<file path="src/rtl/qgemm_tile_sched.sv">
// Job-level sequencer driving one qgemm engine across an M x N output in row-major tile order.
// Load -> start -> wait for the rising edge of engine done -> writeback, per tile; a watchdog bounds the compute wait.
module qgemm_tile_sched #(
    parameter int TILE    = 8,
    parameter int K       = 64,
    parameter int FP_W    = 32,
    parameter int ADDR_W  = 32,
    parameter int DIM_W   = 16,
    parameter int SCALE_W = 16,
    parameter int QBW     = 8,
    parameter int TIMEOUT = 4096
) (
    input  logic               clk,
    input  logic               rst,
    input  logic               job_valid_i,
    output logic               job_ready_o,
    input  logic [DIM_W-1:0]   job_m_i,
    input  logic [DIM_W-1:0]   job_n_i,
    input  logic [ADDR_W-1:0]  job_a_base_i,
    input  logic [ADDR_W-1:0]  job_b_base_i,
    input  logic [ADDR_W-1:0]  job_c_base_i,
    input  logic [SCALE_W-1:0] job_scale_a_i,
    input  logic [SCALE_W-1:0] job_scale_b_i,
    input  logic [QBW-1:0]     job_zp_a_i,
    input  logic [QBW-1:0]     job_zp_b_i,
    output logic [SCALE_W-1:0] cfg_scale_a_o,
    output logic [SCALE_W-1:0] cfg_scale_b_o,
    output logic [QBW-1:0]     cfg_zp_a_o,
    output logic [QBW-1:0]     cfg_zp_b_o,
    output logic               ld_valid_o,
    input  logic               ld_ready_i,
    output logic [ADDR_W-1:0]  ld_a_addr_o,
    output logic [ADDR_W-1:0]  ld_b_addr_o,
    output logic               ld_reuse_a_o,
    input  logic               ld_done_i,
    output logic               eng_start_o,
    input  logic               eng_done_i,
    output logic               wb_valid_o,
    input  logic               wb_ready_i,
    output logic [ADDR_W-1:0]  wb_c_addr_o,
    input  logic               wb_done_i,
    output logic               busy_o,
    output logic [DIM_W-1:0]   tile_m_o,
    output logic [DIM_W-1:0]   tile_n_o,
    output logic               job_done_o,
    output logic               job_err_o
);

    localparam int E    = FP_W / 8;
    localparam int WD_W = $clog2(TIMEOUT) + 1;
    localparam logic [ADDR_W-1:0] A_STEP = ADDR_W'(TILE * K * E);
    localparam logic [ADDR_W-1:0] B_STEP = ADDR_W'(TILE * E);

    typedef enum logic [3:0] {
        S_IDLE, S_LD_REQ, S_LD_WAIT, S_START, S_COMP_WAIT,
        S_WB_REQ, S_WB_WAIT, S_NEXT, S_DONE
    } state_t;

    state_t              state_q, state_d;
    logic [DIM_W-1:0]    tile_m_q, tile_m_d, tile_n_q, tile_n_d;
    logic [DIM_W-1:0]    tiles_m_q, tiles_m_d, tiles_n_q, tiles_n_d;
    logic [ADDR_W-1:0]   b_base_q, b_base_d, c_row_q, c_row_d, c_stride_q, c_stride_d;
    logic [ADDR_W-1:0]   ld_a_q, ld_a_d, ld_b_q, ld_b_d, wb_c_q, wb_c_d;
    logic [SCALE_W-1:0]  scale_a_q, scale_a_d, scale_b_q, scale_b_d;
    logic [QBW-1:0]      zp_a_q, zp_a_d, zp_b_q, zp_b_d;
    logic [WD_W-1:0]     wd_q, wd_d, wd_inc;
    logic                err_q, err_d;
    logic                eng_done_q;
    logic                job_done_q, job_err_q;
    logic                eng_rise, bad_dims;

    assign eng_rise = eng_done_i & ~eng_done_q;
    assign wd_inc   = wd_q + WD_W'(1);
    assign bad_dims = (job_m_i == '0) || (job_n_i == '0) ||
                      ((job_m_i % DIM_W'(TILE)) != '0) || ((job_n_i % DIM_W'(TILE)) != '0);

    always_comb begin
        state_d    = state_q;
        tile_m_d   = tile_m_q;
        tile_n_d   = tile_n_q;
        tiles_m_d  = tiles_m_q;
        tiles_n_d  = tiles_n_q;
        b_base_d   = b_base_q;
        c_row_d    = c_row_q;
        c_stride_d = c_stride_q;
        ld_a_d     = ld_a_q;
        ld_b_d     = ld_b_q;
        wb_c_d     = wb_c_q;
        scale_a_d  = scale_a_q;
        scale_b_d  = scale_b_q;
        zp_a_d     = zp_a_q;
        zp_b_d     = zp_b_q;
        wd_d       = wd_q;
        err_d      = err_q;
        case (state_q)
            S_IDLE: begin
                if (job_valid_i) begin
                    scale_a_d  = job_scale_a_i;
                    scale_b_d  = job_scale_b_i;
                    zp_a_d     = job_zp_a_i;
                    zp_b_d     = job_zp_b_i;
                    tiles_m_d  = job_m_i / DIM_W'(TILE);
                    tiles_n_d  = job_n_i / DIM_W'(TILE);
                    b_base_d   = job_b_base_i;
                    c_row_d    = job_c_base_i;
                    c_stride_d = ADDR_W'(job_n_i) * B_STEP;
                    ld_a_d     = job_a_base_i;
                    ld_b_d     = job_b_base_i;
                    wb_c_d     = job_c_base_i;
                    tile_m_d   = '0;
                    tile_n_d   = '0;
                    err_d      = bad_dims;
                    state_d    = bad_dims ? S_DONE : S_LD_REQ;
                end
            end
            S_LD_REQ: begin
                if (ld_ready_i) state_d = ld_done_i ? S_START : S_LD_WAIT;
            end
            S_LD_WAIT: begin
                if (ld_done_i) state_d = S_START;
            end
            S_START: begin
                wd_d    = '0;
                state_d = S_COMP_WAIT;
            end
            S_COMP_WAIT: begin
                // eng_done is a level; only a fresh rise belongs to this tile
                if (eng_rise) begin
                    state_d = S_WB_REQ;
                end else if (wd_inc == WD_W'(TIMEOUT - 1)) begin
                    err_d   = 1'b1;
                    state_d = S_DONE;
                end else begin
                    wd_d = wd_inc;
                end
            end
            S_WB_REQ: begin
                if (wb_ready_i) state_d = wb_done_i ? S_NEXT : S_WB_WAIT;
            end
            S_WB_WAIT: begin
                if (wb_done_i) state_d = S_NEXT;
            end
            S_NEXT: begin
                if (tile_n_q != tiles_n_q - DIM_W'(1)) begin
                    tile_n_d = tile_n_q + DIM_W'(1);
                    ld_b_d   = ld_b_q + B_STEP;
                    wb_c_d   = wb_c_q + B_STEP;
                    state_d  = S_LD_REQ;
                end else if (tile_m_q != tiles_m_q - DIM_W'(1)) begin
                    tile_n_d = '0;
                    tile_m_d = tile_m_q + DIM_W'(1);
                    ld_a_d   = ld_a_q + A_STEP;
                    ld_b_d   = b_base_q;
                    c_row_d  = c_row_q + c_stride_q;
                    wb_c_d   = c_row_q + c_stride_q;
                    state_d  = S_LD_REQ;
                end else begin
                    err_d   = 1'b0;
                    state_d = S_DONE;
                end
            end
            S_DONE: state_d = S_IDLE;
            default: state_d = S_IDLE;
        endcase
    end

    always_ff @(posedge clk) begin
        if (rst) begin
            state_q    <= S_IDLE;
            tile_m_q   <= '0;
            tile_n_q   <= '0;
            tiles_m_q  <= '0;
            tiles_n_q  <= '0;
            b_base_q   <= '0;
            c_row_q    <= '0;
            c_stride_q <= '0;
            ld_a_q     <= '0;
            ld_b_q     <= '0;
            wb_c_q     <= '0;
            scale_a_q  <= '0;
            scale_b_q  <= '0;
            zp_a_q     <= '0;
            zp_b_q     <= '0;
            wd_q       <= '0;
            err_q      <= 1'b0;
            eng_done_q <= 1'b0;
            job_done_q <= 1'b0;
            job_err_q  <= 1'b0;
        end else begin
            state_q    <= state_d;
            tile_m_q   <= tile_m_d;
            tile_n_q   <= tile_n_d;
            tiles_m_q  <= tiles_m_d;
            tiles_n_q  <= tiles_n_d;
            b_base_q   <= b_base_d;
            c_row_q    <= c_row_d;
            c_stride_q <= c_stride_d;
            ld_a_q     <= ld_a_d;
            ld_b_q     <= ld_b_d;
            wb_c_q     <= wb_c_d;
            scale_a_q  <= scale_a_d;
            scale_b_q  <= scale_b_d;
            zp_a_q     <= zp_a_d;
            zp_b_q     <= zp_b_d;
            wd_q       <= wd_d;
            err_q      <= err_d;
            eng_done_q <= eng_done_i;
            job_done_q <= (state_q == S_DONE);
            job_err_q  <= (state_q == S_DONE) && err_q;
        end
    end

    assign job_ready_o   = (state_q == S_IDLE);
    assign busy_o        = (state_q != S_IDLE);
    assign ld_valid_o    = (state_q == S_LD_REQ);
    assign eng_start_o   = (state_q == S_START);
    assign wb_valid_o    = (state_q == S_WB_REQ);
    assign ld_a_addr_o   = ld_a_q;
    assign ld_b_addr_o   = ld_b_q;
    assign ld_reuse_a_o  = (tile_n_q != '0);
    assign wb_c_addr_o   = wb_c_q;
    assign tile_m_o      = tile_m_q;
    assign tile_n_o      = tile_n_q;
    assign cfg_scale_a_o = scale_a_q;
    assign cfg_scale_b_o = scale_b_q;
    assign cfg_zp_a_o    = zp_a_q;
    assign cfg_zp_b_o    = zp_b_q;
    assign job_done_o    = job_done_q;
    assign job_err_o     = job_err_q;

endmodule

</file>
<file path="config.mk">
export PLATFORM = sky130hd
export DESIGN_NAME = qgemm_tile_sched
export DESIGN_NICKNAME = d
export VERILOG_FILES = /design/src/rtl/qgemm_tile_sched.sv
export SDC_FILE = /design/constraint.sdc
export NUM_CORES = 1
export LEC_CHECK = 0
export CORE_UTILIZATION = 34
export DETAILED_ROUTE_END_ITERATION = 10
export PLACE_DENSITY = 0.58
export SLEW_MARGIN = 40
export SYNTH_ARGS = -nofsm -noshare
export SYNTH_HDL_FRONTEND = slang
export SYNTH_SLANG_ARGS = --single-unit
</file>
<file path="constraint.sdc">
create_clock -name clk -period 3.4 [get_ports clk]
set_clock_uncertainty 0.15 [all_clocks]
set_input_delay 0.51 -clock clk [delete_from_list [all_inputs] [get_ports clk]]
set_output_delay 0.51 -clock clk [all_outputs]
set_load 0.02 [all_outputs]
</file>
==> impl_metrics.tcl, run 1 <==
set metrics [dict create \
    fin_tns_setup_ns 0 \
    cts_tree "yes" \
    fin_cells 3054 \
    period_minus_slack_ns 3.24 \
    power_density_mw_per_mm2 457 \
    slew_headroom_pct 56.1 \
    synth_most_common_cell "nand2_1" \
    num_io_pins 368 \
    p_leak_nw 7.94 \
    holdWs_ns 0.0895 \
    final_antenna_net_count 0 \
    grt_overflow 0 \
    pre_cts_ws_ns -0.0416 \
    die_x_um 217 \
    synth_largest_area_cell "dfxtp_1" \
    synth_top_flop_cell "dfxtp_1" \
    synthDistinctLibCells 80 \
    via_count 16900 \
    ys_seq_area_share_pct 36.8 \
    holdBufCountCts 0 \
    synth-async-reset-ratio_pct 0 \
    placed_cells 2982 \
    hp-class "input port to flop" \
    rsz0062_at_grt "yes" \
    grt.total_usage_pct 23.8 \
    drc 0 \
    cts_root_buf "clkbuf_16" \
    finalWirelength_um 58800 \
    nets 2636 \
    grt_pass1_vias 15900 \
    ys_seq_elements 290 \
    crit_fanout 76 \
    synth_area_leaders "dfxtp_1, nand2_1, a21oi_1, o21ai_0, nor2_1" \
    arrival_ns 3.49 \
    status "finished clean" \
    area_delta_synth_final_pct 37.1 \
    netlist_area_mm2 0.0158 \
    cts_max_path_buffers 3 \
    drt-vias-per-instance 5.52 \
    cts.sinks 290 \
    grt_start_max_net_pins 120 \
    finalSetupViolCount 0 \
    netlist_top_cells_count "nand2_1, dfxtp_1, a21oi_1" \
    core_area_mm2 0.0456 \
    syn_avg_cell_area_um2 7.50 \
    insertion_delay_ns 0.55 \
    grt_antenna_before_repair 1 \
    ir_worst_vdd_mv 0.307 \
    clk_pin_slew_worst_paths_ns 0.06 \
    port_buffers 367 \
    worstSetupPathType "flop to flop" \
    fin_ws_ns 0.162 \
    hold_viol_final 0 \
    die-area_mm2 0.0473 \
    synth_edf_count 0 \
    syn_inst 2104 \
    worstSetupStartpointType "flop" \
    cp-end-kind "flop" \
    drtPass1Iterations 5 \
    syn_nets 2315 \
    period_share_pct 95.2 \
    dp_hpwl_um 40100 \
    diodes 0 \
    drtIter0Drc 1266 \
    rows 78 \
    cts_buffers 37 \
    fp.dieH_um 217 \
    wl_per_cell_um 19.3 \
    fmax_mhz 309 \
    drive_above_1_share_pct 7.66 \
    htreeDepth 2 \
    slew_viol_final 0 \
    gp_congestion 0.880 \
    worst_pin_slew_ns 0.659 \
    start_util_pct 34.6 \
    yosys_warnings 0 \
    yosysTopAreaCellShare_pct 36.8 \
    required_ns 3.65 \
    grt_pass1_wl_um 90200 \
    max_cap_viol_count 0 \
]
cell type report:
type / instances / area (um2)
flip-flops and latches: 290 / 5810
fillers: 4494 / 23900
clock buffers: 53 / 1130
repair buffers: 432 / 4350
well taps: 600 / 751
clock inverters: 15 / 179
multi-input cells: 1639 / 9330
inverters: 25 / 93.8
metrics by stage:
step | power (W) | util [%] | instance area [um2]
final | 0.00988 | 47.5 | 21600
after global routing | 0.0103 | 47.5 | 21600
after floorplan | 0.00485 | - | 15800
after detailed placement | 0.00570 | 44.4 | 20200
after global placement | 0.00568 | 44.4 | 20200
after CTS | 0.00996 | 47.3 | 21600
path summary, 6_finish.rpt:
kind,from,endpoint,slack (ns),cells past startpoint
setup / recovery,tiles_m_q[1],wb_c_addr_o[23],0.16,12
hold reg to reg,b_base_q[17],b_base_q[17],0.30,2
hold / removal,rst,tiles_m_q[1],0.09,2
setup reg to reg,tiles_m_q[1],wb_c_addr_o[23],0.16,12
sequential cells by signal (all words and copies together), names as in the netlist, 8 cells and up:
name / cells
ld_a_addr_o: 32
c_stride_q: 16
wd_q: 13
b_base_q: 32
cfg_zp_a_o: 8
cfg_zp_b_o: 8
cfg_scale_a_o: 16
wb_c_addr_o: 32
c_row_q: 32
tile_m_o: 16
cfg_scale_b_o: 16
tile_n_o: 16
ld_b_addr_o: 32
tiles_m_q: 13
logic make-up after synthesis:
| logic type | Yosys count | share of synthesized area [%] |
|---|---|---|
| AOI/OAI and AO/OA | 609 | 24.2 |
| xor gates and xnor gates | 91 | 5.14 |
| adders and majority gates | 27 | 2.19 |
| buffers and inverters | 175 | 4.60 |
| DFF | 290 | 36.8 |
| muxes | 23 | 1.52 |
| and+or+nand+nor | 889 | 25.6 |
report_power, final:
| group | internal [W] | switching (W) |
|---|---|---|
| logic | 0.000844 | 0.000984 |
| registers | 0.00362 | 0.000228 |
| clock network | 0.00261 | 0.00160 |
critical path, cell delays in order, from the launching register on:
cell       delay, ns
dfxtp_2         0.39
inv_1           0.07
ha_2            0.32
xor2_1          0.14
o211ai_1        0.10
or3_1           0.34
a2111oi_2       0.38
nand4_1         0.14
buf_4           0.19
o31a_2          0.32
buf_12          0.18
o21ai_0         0.22
a31oi_1         0.06
cell usage in the layout, fill, tap and decap left out, types with 11 or more instances in the layout:
cell type and n:
nor3_1 55, a21oi_1 257, or3_1 19, nand3_1 74, clkdlybuf4s50_1 366, nor2_1 131, a31oi_1 38, ha_1 25
o211ai_1 25, buf_12 12, and3_1 36, nand2_1 452, a211oi_1 19, o32ai_1 14, o21ai_0 106, buf_4 50
xnor2_1 57, nand4_1 21, nor4_1 17, xor2_1 33, mux2i_1 15, dfxtp_1 289, a311oi_1 18, inv_1 24
and2_1 11, clkbuf_16 41
metal layers:
metal  track usage, %  vias to the layer above  part of all wire [%]
met5                0                        -                 0.022
met4             6.88                        2                   2.3
li1                 -                     8176                     -
met1             31.5                     8049                    44
met3             5.23                       83                   6.9
met2             38.7                      562                    46
timing repair:
action | CTS | global route
endpoints found under the setup margin | 8 | 107
setup buffers | 2 | 0
resized for setup | 2 | 10
pin swaps | 1 | 0
cloned | 0 | 2
Power figures use the tool's default switching activity.
==> inputs of run 2 (changes only) <==
--- a/config.mk
+++ b/config.mk
@@ -5,8 +5,10 @@
 export SDC_FILE = /design/constraint.sdc
 export NUM_CORES = 1
 export LEC_CHECK = 0
+export CORE_ASPECT_RATIO = 1.25
 export CORE_UTILIZATION = 34
 export DETAILED_ROUTE_END_ITERATION = 10
+export GPL_TIMING_DRIVEN = 0
 export PLACE_DENSITY = 0.58
 export SLEW_MARGIN = 40
 export SYNTH_ARGS = -nofsm -noshare
==> impl_metrics.tcl, run 2 (synthesized netlist as in run 1, its figures left out) <==
set metrics [dict create \
    status "finished with violations" \
    violations "negative setup slack" \
    fin_util_pct 48.2 \
    final_common_cell "nand2_1" \
    cts_tree "yes" \
    drt-vias-per-instance 5.72 \
    gp_congestion 0.962 \
    clockPowerShare_pct 39.8 \
    grt_antenna_before_repair 5 \
    drtPass1Iterations 5 \
    cts_max_path_buffers 3 \
    finalWirelength_um 72400 \
    p_switching_w 0.00295 \
    rr_startpoint "c_stride_q[14]" \
    grt_start_max_net_pins 14 \
    start_util_pct 34.7 \
    p_comb_share_pct 20.5 \
    arrival_ns 3.69 \
    drive_above_1_share_pct 8.54 \
    grt.total_usage_pct 29.6 \
    fin_ws_ns -0.0278 \
    swShare_pct 30.3 \
    max_cap_viol_count 0 \
    worstSetupStartpointType "flop" \
    cts_root_buf "clkbuf_16" \
    p_int_w 0.00677 \
    drtIter0Drc 1286 \
    die-area_mm2 0.0473 \
    holdWs_ns 0.303 \
    wl_per_cell_um 23.1 \
    slew_viol_final 0 \
    htreeDepth 2 \
    grt_pass1_wl_um 106000 \
    nets 2738 \
    grt-busiest-layer "met2" \
    seqPwrFrac_pct 39.7 \
    pre_cts_ws_ns -0.870 \
    final_antenna_net_count 0 \
    core_area_mm2 0.0455 \
    ir_worst_vdd_mv 0.371 \
    worstSetupPathType "flop to flop" \
    cts_buffers 36 \
    cp-end-kind "flop" \
    via_count 17900 \
    die_x_um 195 \
    dp_hpwl_um 54100 \
    slew_headroom_pct 41.0 \
    required_ns 3.66 \
    p_total_w 0.00971 \
    finalSetupViolCount 1 \
    rsz0062_at_grt "yes" \
    clk_pin_slew_worst_paths_ns 0.06 \
    use_met1_pct 35.0 \
    setup.worst_path.start "c_stride_q[14]" \
    fin_tns_setup_ns -0.0278 \
    drc 0 \
    hp-start "ld_a_addr_o[1]" \
    port_buffers 366 \
    hold_viol_final 0 \
    insertion_delay_ns 0.54 \
    grt_pass1_vias 17300 \
    period_minus_slack_ns 3.43 \
    crit_fanout 6 \
    num_io_pins 368 \
    cts.sinks 290 \
    worst_pin_slew_ns 0.884 \
    grt_overflow 0 \
    area_delta_synth_final_pct 38.8 \
    rows 87 \
    p_leak_nw 8.00 \
    period_share_pct 101 \
    hp-class "flop to flop" \
    power_density_mw_per_mm2 443 \
    grt_util_met2_pct 51.0 \
    layout_common_cells "nand2_1, clkdlybuf4s50_1, dfxtp_1" \
    met3_usage_pct 6.17 \
    fp.dieH_um 243 \
    fmax_mhz 292 \
]
run 2: cell types whose count changed in the layout (fill, tap and decap cells not counted), moves of 10 or more:
| cell | previous run | this run |
|---|---|---|
| buf_6 | 2 | 16 |
| o21ai_1 | 6 | 16 |
| clkbuf_1 | 4 | 84 |
| buf_4 | 50 | 20 |
| clkbuf_2 | 0 | 33 |
| o21ai_0 | 106 | 95 |
| buf_12 | 12 | 0 |
run 2: metrics by stage:
stage | cells | cell area [um2]
2_1_floorplan | 2104 | 15800
3_3_place_gp | 3048 | 20200
6_report | 3134 | 21900
3_5_place_dp | 3049 | 20200
5_1_grt | 3133 | 21900
4_1_cts | 3121 | 21600
run 2: final timing paths:
path	cells past startpoint	to	slack (ns)
setup / recovery	9	wb_c_addr_o[27]	-0.03
hold / removal	2	ld_a_addr_o[1]	0.30
setup reg to reg	9	wb_c_addr_o[27]	-0.03
hold reg to reg	2	ld_a_addr_o[1]	0.30
run 2: final cells by class:
| class | count | area [um2] |
|---|---|---|
| Fill cell | 4592 | 23600 |
| Multi-Input combinational cell | 1639 | 9470 |
| Sequential cell | 290 | 5820 |
| Timing Repair Buffer | 387 | 3850 |
| Clock buffer | 50 | 1020 |
| Buffer | 148 | 793 |
| Tap cell | 578 | 723 |
| Clock inverter | 14 | 140 |
| Inverter | 25 | 93.8 |
| Antenna cell | 3 | 7.51 |
run 2: layer usage:
metal | vias to the layer above | share of wire, %
li1 | 8389 | -
met1 | 8618 | 39
met2 | 751 | 48
met3 | 158 | 7.7
met4 | 2 | 4.4
met5 | - | 0.018
run 2: power by group through the flow:
| stage | clock, W | sequential (W) | combinational (W) |
|---|---|---|---|
| 6_report | 0.00387 | 0.00385 | 0.00199 |
| 5_1_grt | 0.00407 | 0.00388 | 0.00212 |
| 4_1_cts | 0.00392 | 0.00385 | 0.00190 |
| 3_5_place_dp | 0 | 0.00392 | 0.00186 |
| 3_3_place_gp | 0 | 0.00391 | 0.00184 |
| 2_1_floorplan | 0 | 0.00401 | 0.000841 |
run 2: repair_timing:
action,in CTS,in global routing
setup buffers,9,8
cloned,0,2
hold buffers,0,0
pin swaps,8,8
endpoints found under the setup margin,198,200
resized for setup,59,78
run 2: critical path, stage by stage (launching register included):
cell      delay (ns)
dfxtp_1         0.54
ha_1            0.38
a21oi_1         0.25
o21ai_0         0.18
a211oi_1        0.34
a21oi_1         0.25
o311ai_0        0.77
xnor2_1         0.12
o21ai_0         0.21
a31oi_1         0.11
==> inputs of run 3 (changes only) <==
--- a/config.mk
+++ b/config.mk
@@ -5,6 +5,7 @@
 export SDC_FILE = /design/constraint.sdc
 export NUM_CORES = 1
 export LEC_CHECK = 0
+export CAP_MARGIN = 40
 export CORE_ASPECT_RATIO = 1.25
 export CORE_UTILIZATION = 34
 export DETAILED_ROUTE_END_ITERATION = 10
==> impl_metrics.tcl, run 3 (synthesized netlist as in run 1, its figures left out) <==
set metrics [dict create \
    drtIter0Drc 1367 \
    holdBufCountCts 0 \
    port_buffers 366 \
    core_area_mm2 0.0455 \
    fill_cells 4592 \
    die_x_um 195 \
    die-area_mm2 0.0473 \
    via_count 17900 \
    rows 87 \
    grt.total_usage_pct 29.6 \
    wl_per_cell_um 23.1 \
    placed_area_mm2 0.0202 \
    grt_pass1_vias 17300 \
    drtPass1Iterations 5 \
    grt_start_max_net_pins 14 \
    p_total_w 0.00971 \
    fin_util_pct 48.2 \
    drc 0 \
    layout_common_cells "nand2_1, clkdlybuf4s50_1, dfxtp_1" \
    drt-vias-per-instance 5.72 \
    hp-class "flop to flop" \
    rsz0062_at_grt "yes" \
    hold_viol_final 0 \
    violations "negative setup slack" \
    ir_worst_vdd_mv 0.373 \
    crit_fanout 6 \
    clk_pin_slew_worst_paths_ns 0.06 \
    htreeDepth 2 \
    min_path_cells 2 \
    p_leak_nw 8.01 \
    arrival_ns 3.68 \
    cts_tree "yes" \
    drive_above_1_share_pct 8.57 \
    cp-end-kind "flop" \
    start_util_pct 34.7 \
    final_common_cell "nand2_1" \
    period_minus_slack_ns 3.42 \
    num_io_pins 368 \
    nets 2739 \
    grt_antenna_before_repair 5 \
    grt_pass1_wl_um 106000 \
    fp.dieH_um 243 \
    power_density_mw_per_mm2 443 \
    slew_headroom_pct 39.3 \
    cts_root_buf "clkbuf_16" \
    max_cap_viol_count 0 \
    finalSetupViolCount 1 \
    fin_ws_ns -0.0174 \
    grt_overflow 0 \
    finalWirelength_um 72400 \
    worst_pin_slew_ns 0.910 \
    worstSetupStartpointType "flop" \
    slew_viol_final 0 \
    insertion_delay_ns 0.55 \
    cts.sinks 290 \
    period_share_pct 101 \
    fmax_mhz 293 \
    cts_buffers 36 \
    worstSetupPathType "flop to flop" \
    area_delta_synth_final_pct 38.9 \
    reg2reg_depth 9 \
    final_antenna_net_count 0 \
    dp_hpwl_um 54100 \
    fin_area_mm2 0.0219 \
    fin_tns_setup_ns -0.0174 \
    holdWs_ns 0.302 \
    required_ns 3.66 \
    gp_congestion 0.962 \
    status "finished with violations" \
    cts_max_path_buffers 3 \
]
-- run 3: changes by cell type in the layout (fill, tap and decap cells not counted) --
| cell | before | now |
|---|---|---|
| buf_4 | 20 | 21 |
| diode_2 | 3 | 4 |
-- run 3: final cells by class --
cell class	count	area, um2	area share, %
Clock inverter	14	140	0.639
Antenna cell	4	10.0	0.0456
Sequential cell	290	5820	26.5
Inverter	25	93.8	0.428
Timing Repair Buffer	388	3850	17.6
Tap cell	578	723	3.30
Clock buffer	50	1020	4.67
Buffer	148	793	3.62
Multi-Input combinational cell	1639	9470	43.2
-- run 3: report_power, final --
group	total [W]	leakage [nW]	internal (W)	switching, W
combinational	0.00199	5.05	0.000882	0.00111
sequential	0.00385	2.38	0.00362	0.000239
clock	0.00387	0.571	0.00227	0.00160
-- run 3: worst max-delay path: stages, from the launching register on --
cell and delay (ns):
dfxtp_1 0.55, ha_1 0.39, a21oi_1 0.24, o21ai_0 0.18
a211oi_1 0.34, a21oi_1 0.25, o311ai_0 0.76, xnor2_1 0.12
o21ai_0 0.21, a31oi_1 0.11
-- run 3: repair_timing --
item | 4_1_cts | 5_1_grt
pin swaps | 8 | 8
buffers inserted | 9 | 8
endpoints found under the setup margin | 198 | 200
cloned | 0 | 2
resized for setup | 59 | 78
-- run 3: metal layers --
metal	vias up	GRT usage, %	share of wire [%]
met3	167	6.17	8.0
met4	2	13.3	4.4
met2	784	51.0	48
met5	-	0	0.018
met1	8613	35.0	39
li1	8380	-	-
-- run 3: path summary, 6_finish.rpt --
| path | startpoint | end | slack, ns |
|---|---|---|---|
| setup / recovery | c_stride_q[14] | wb_c_addr_o[27] | -0.02 |
| hold / removal | ld_a_addr_o[1] | ld_a_addr_o[1] | 0.30 |
| hold reg to reg | ld_a_addr_o[1] | ld_a_addr_o[1] | 0.30 |
| setup reg to reg | c_stride_q[14] | wb_c_addr_o[27] | -0.02 |
-- run 3: stage by stage --
step           std cells  setup WS (ns)
2_1_floorplan       2104          0.333
3_3_place_gp        3048          -1.05
3_5_place_dp        3049         -0.870
4_1_cts             3121        0.00224
5_1_grt             3134         -0.138
6_report            3136        -0.0174
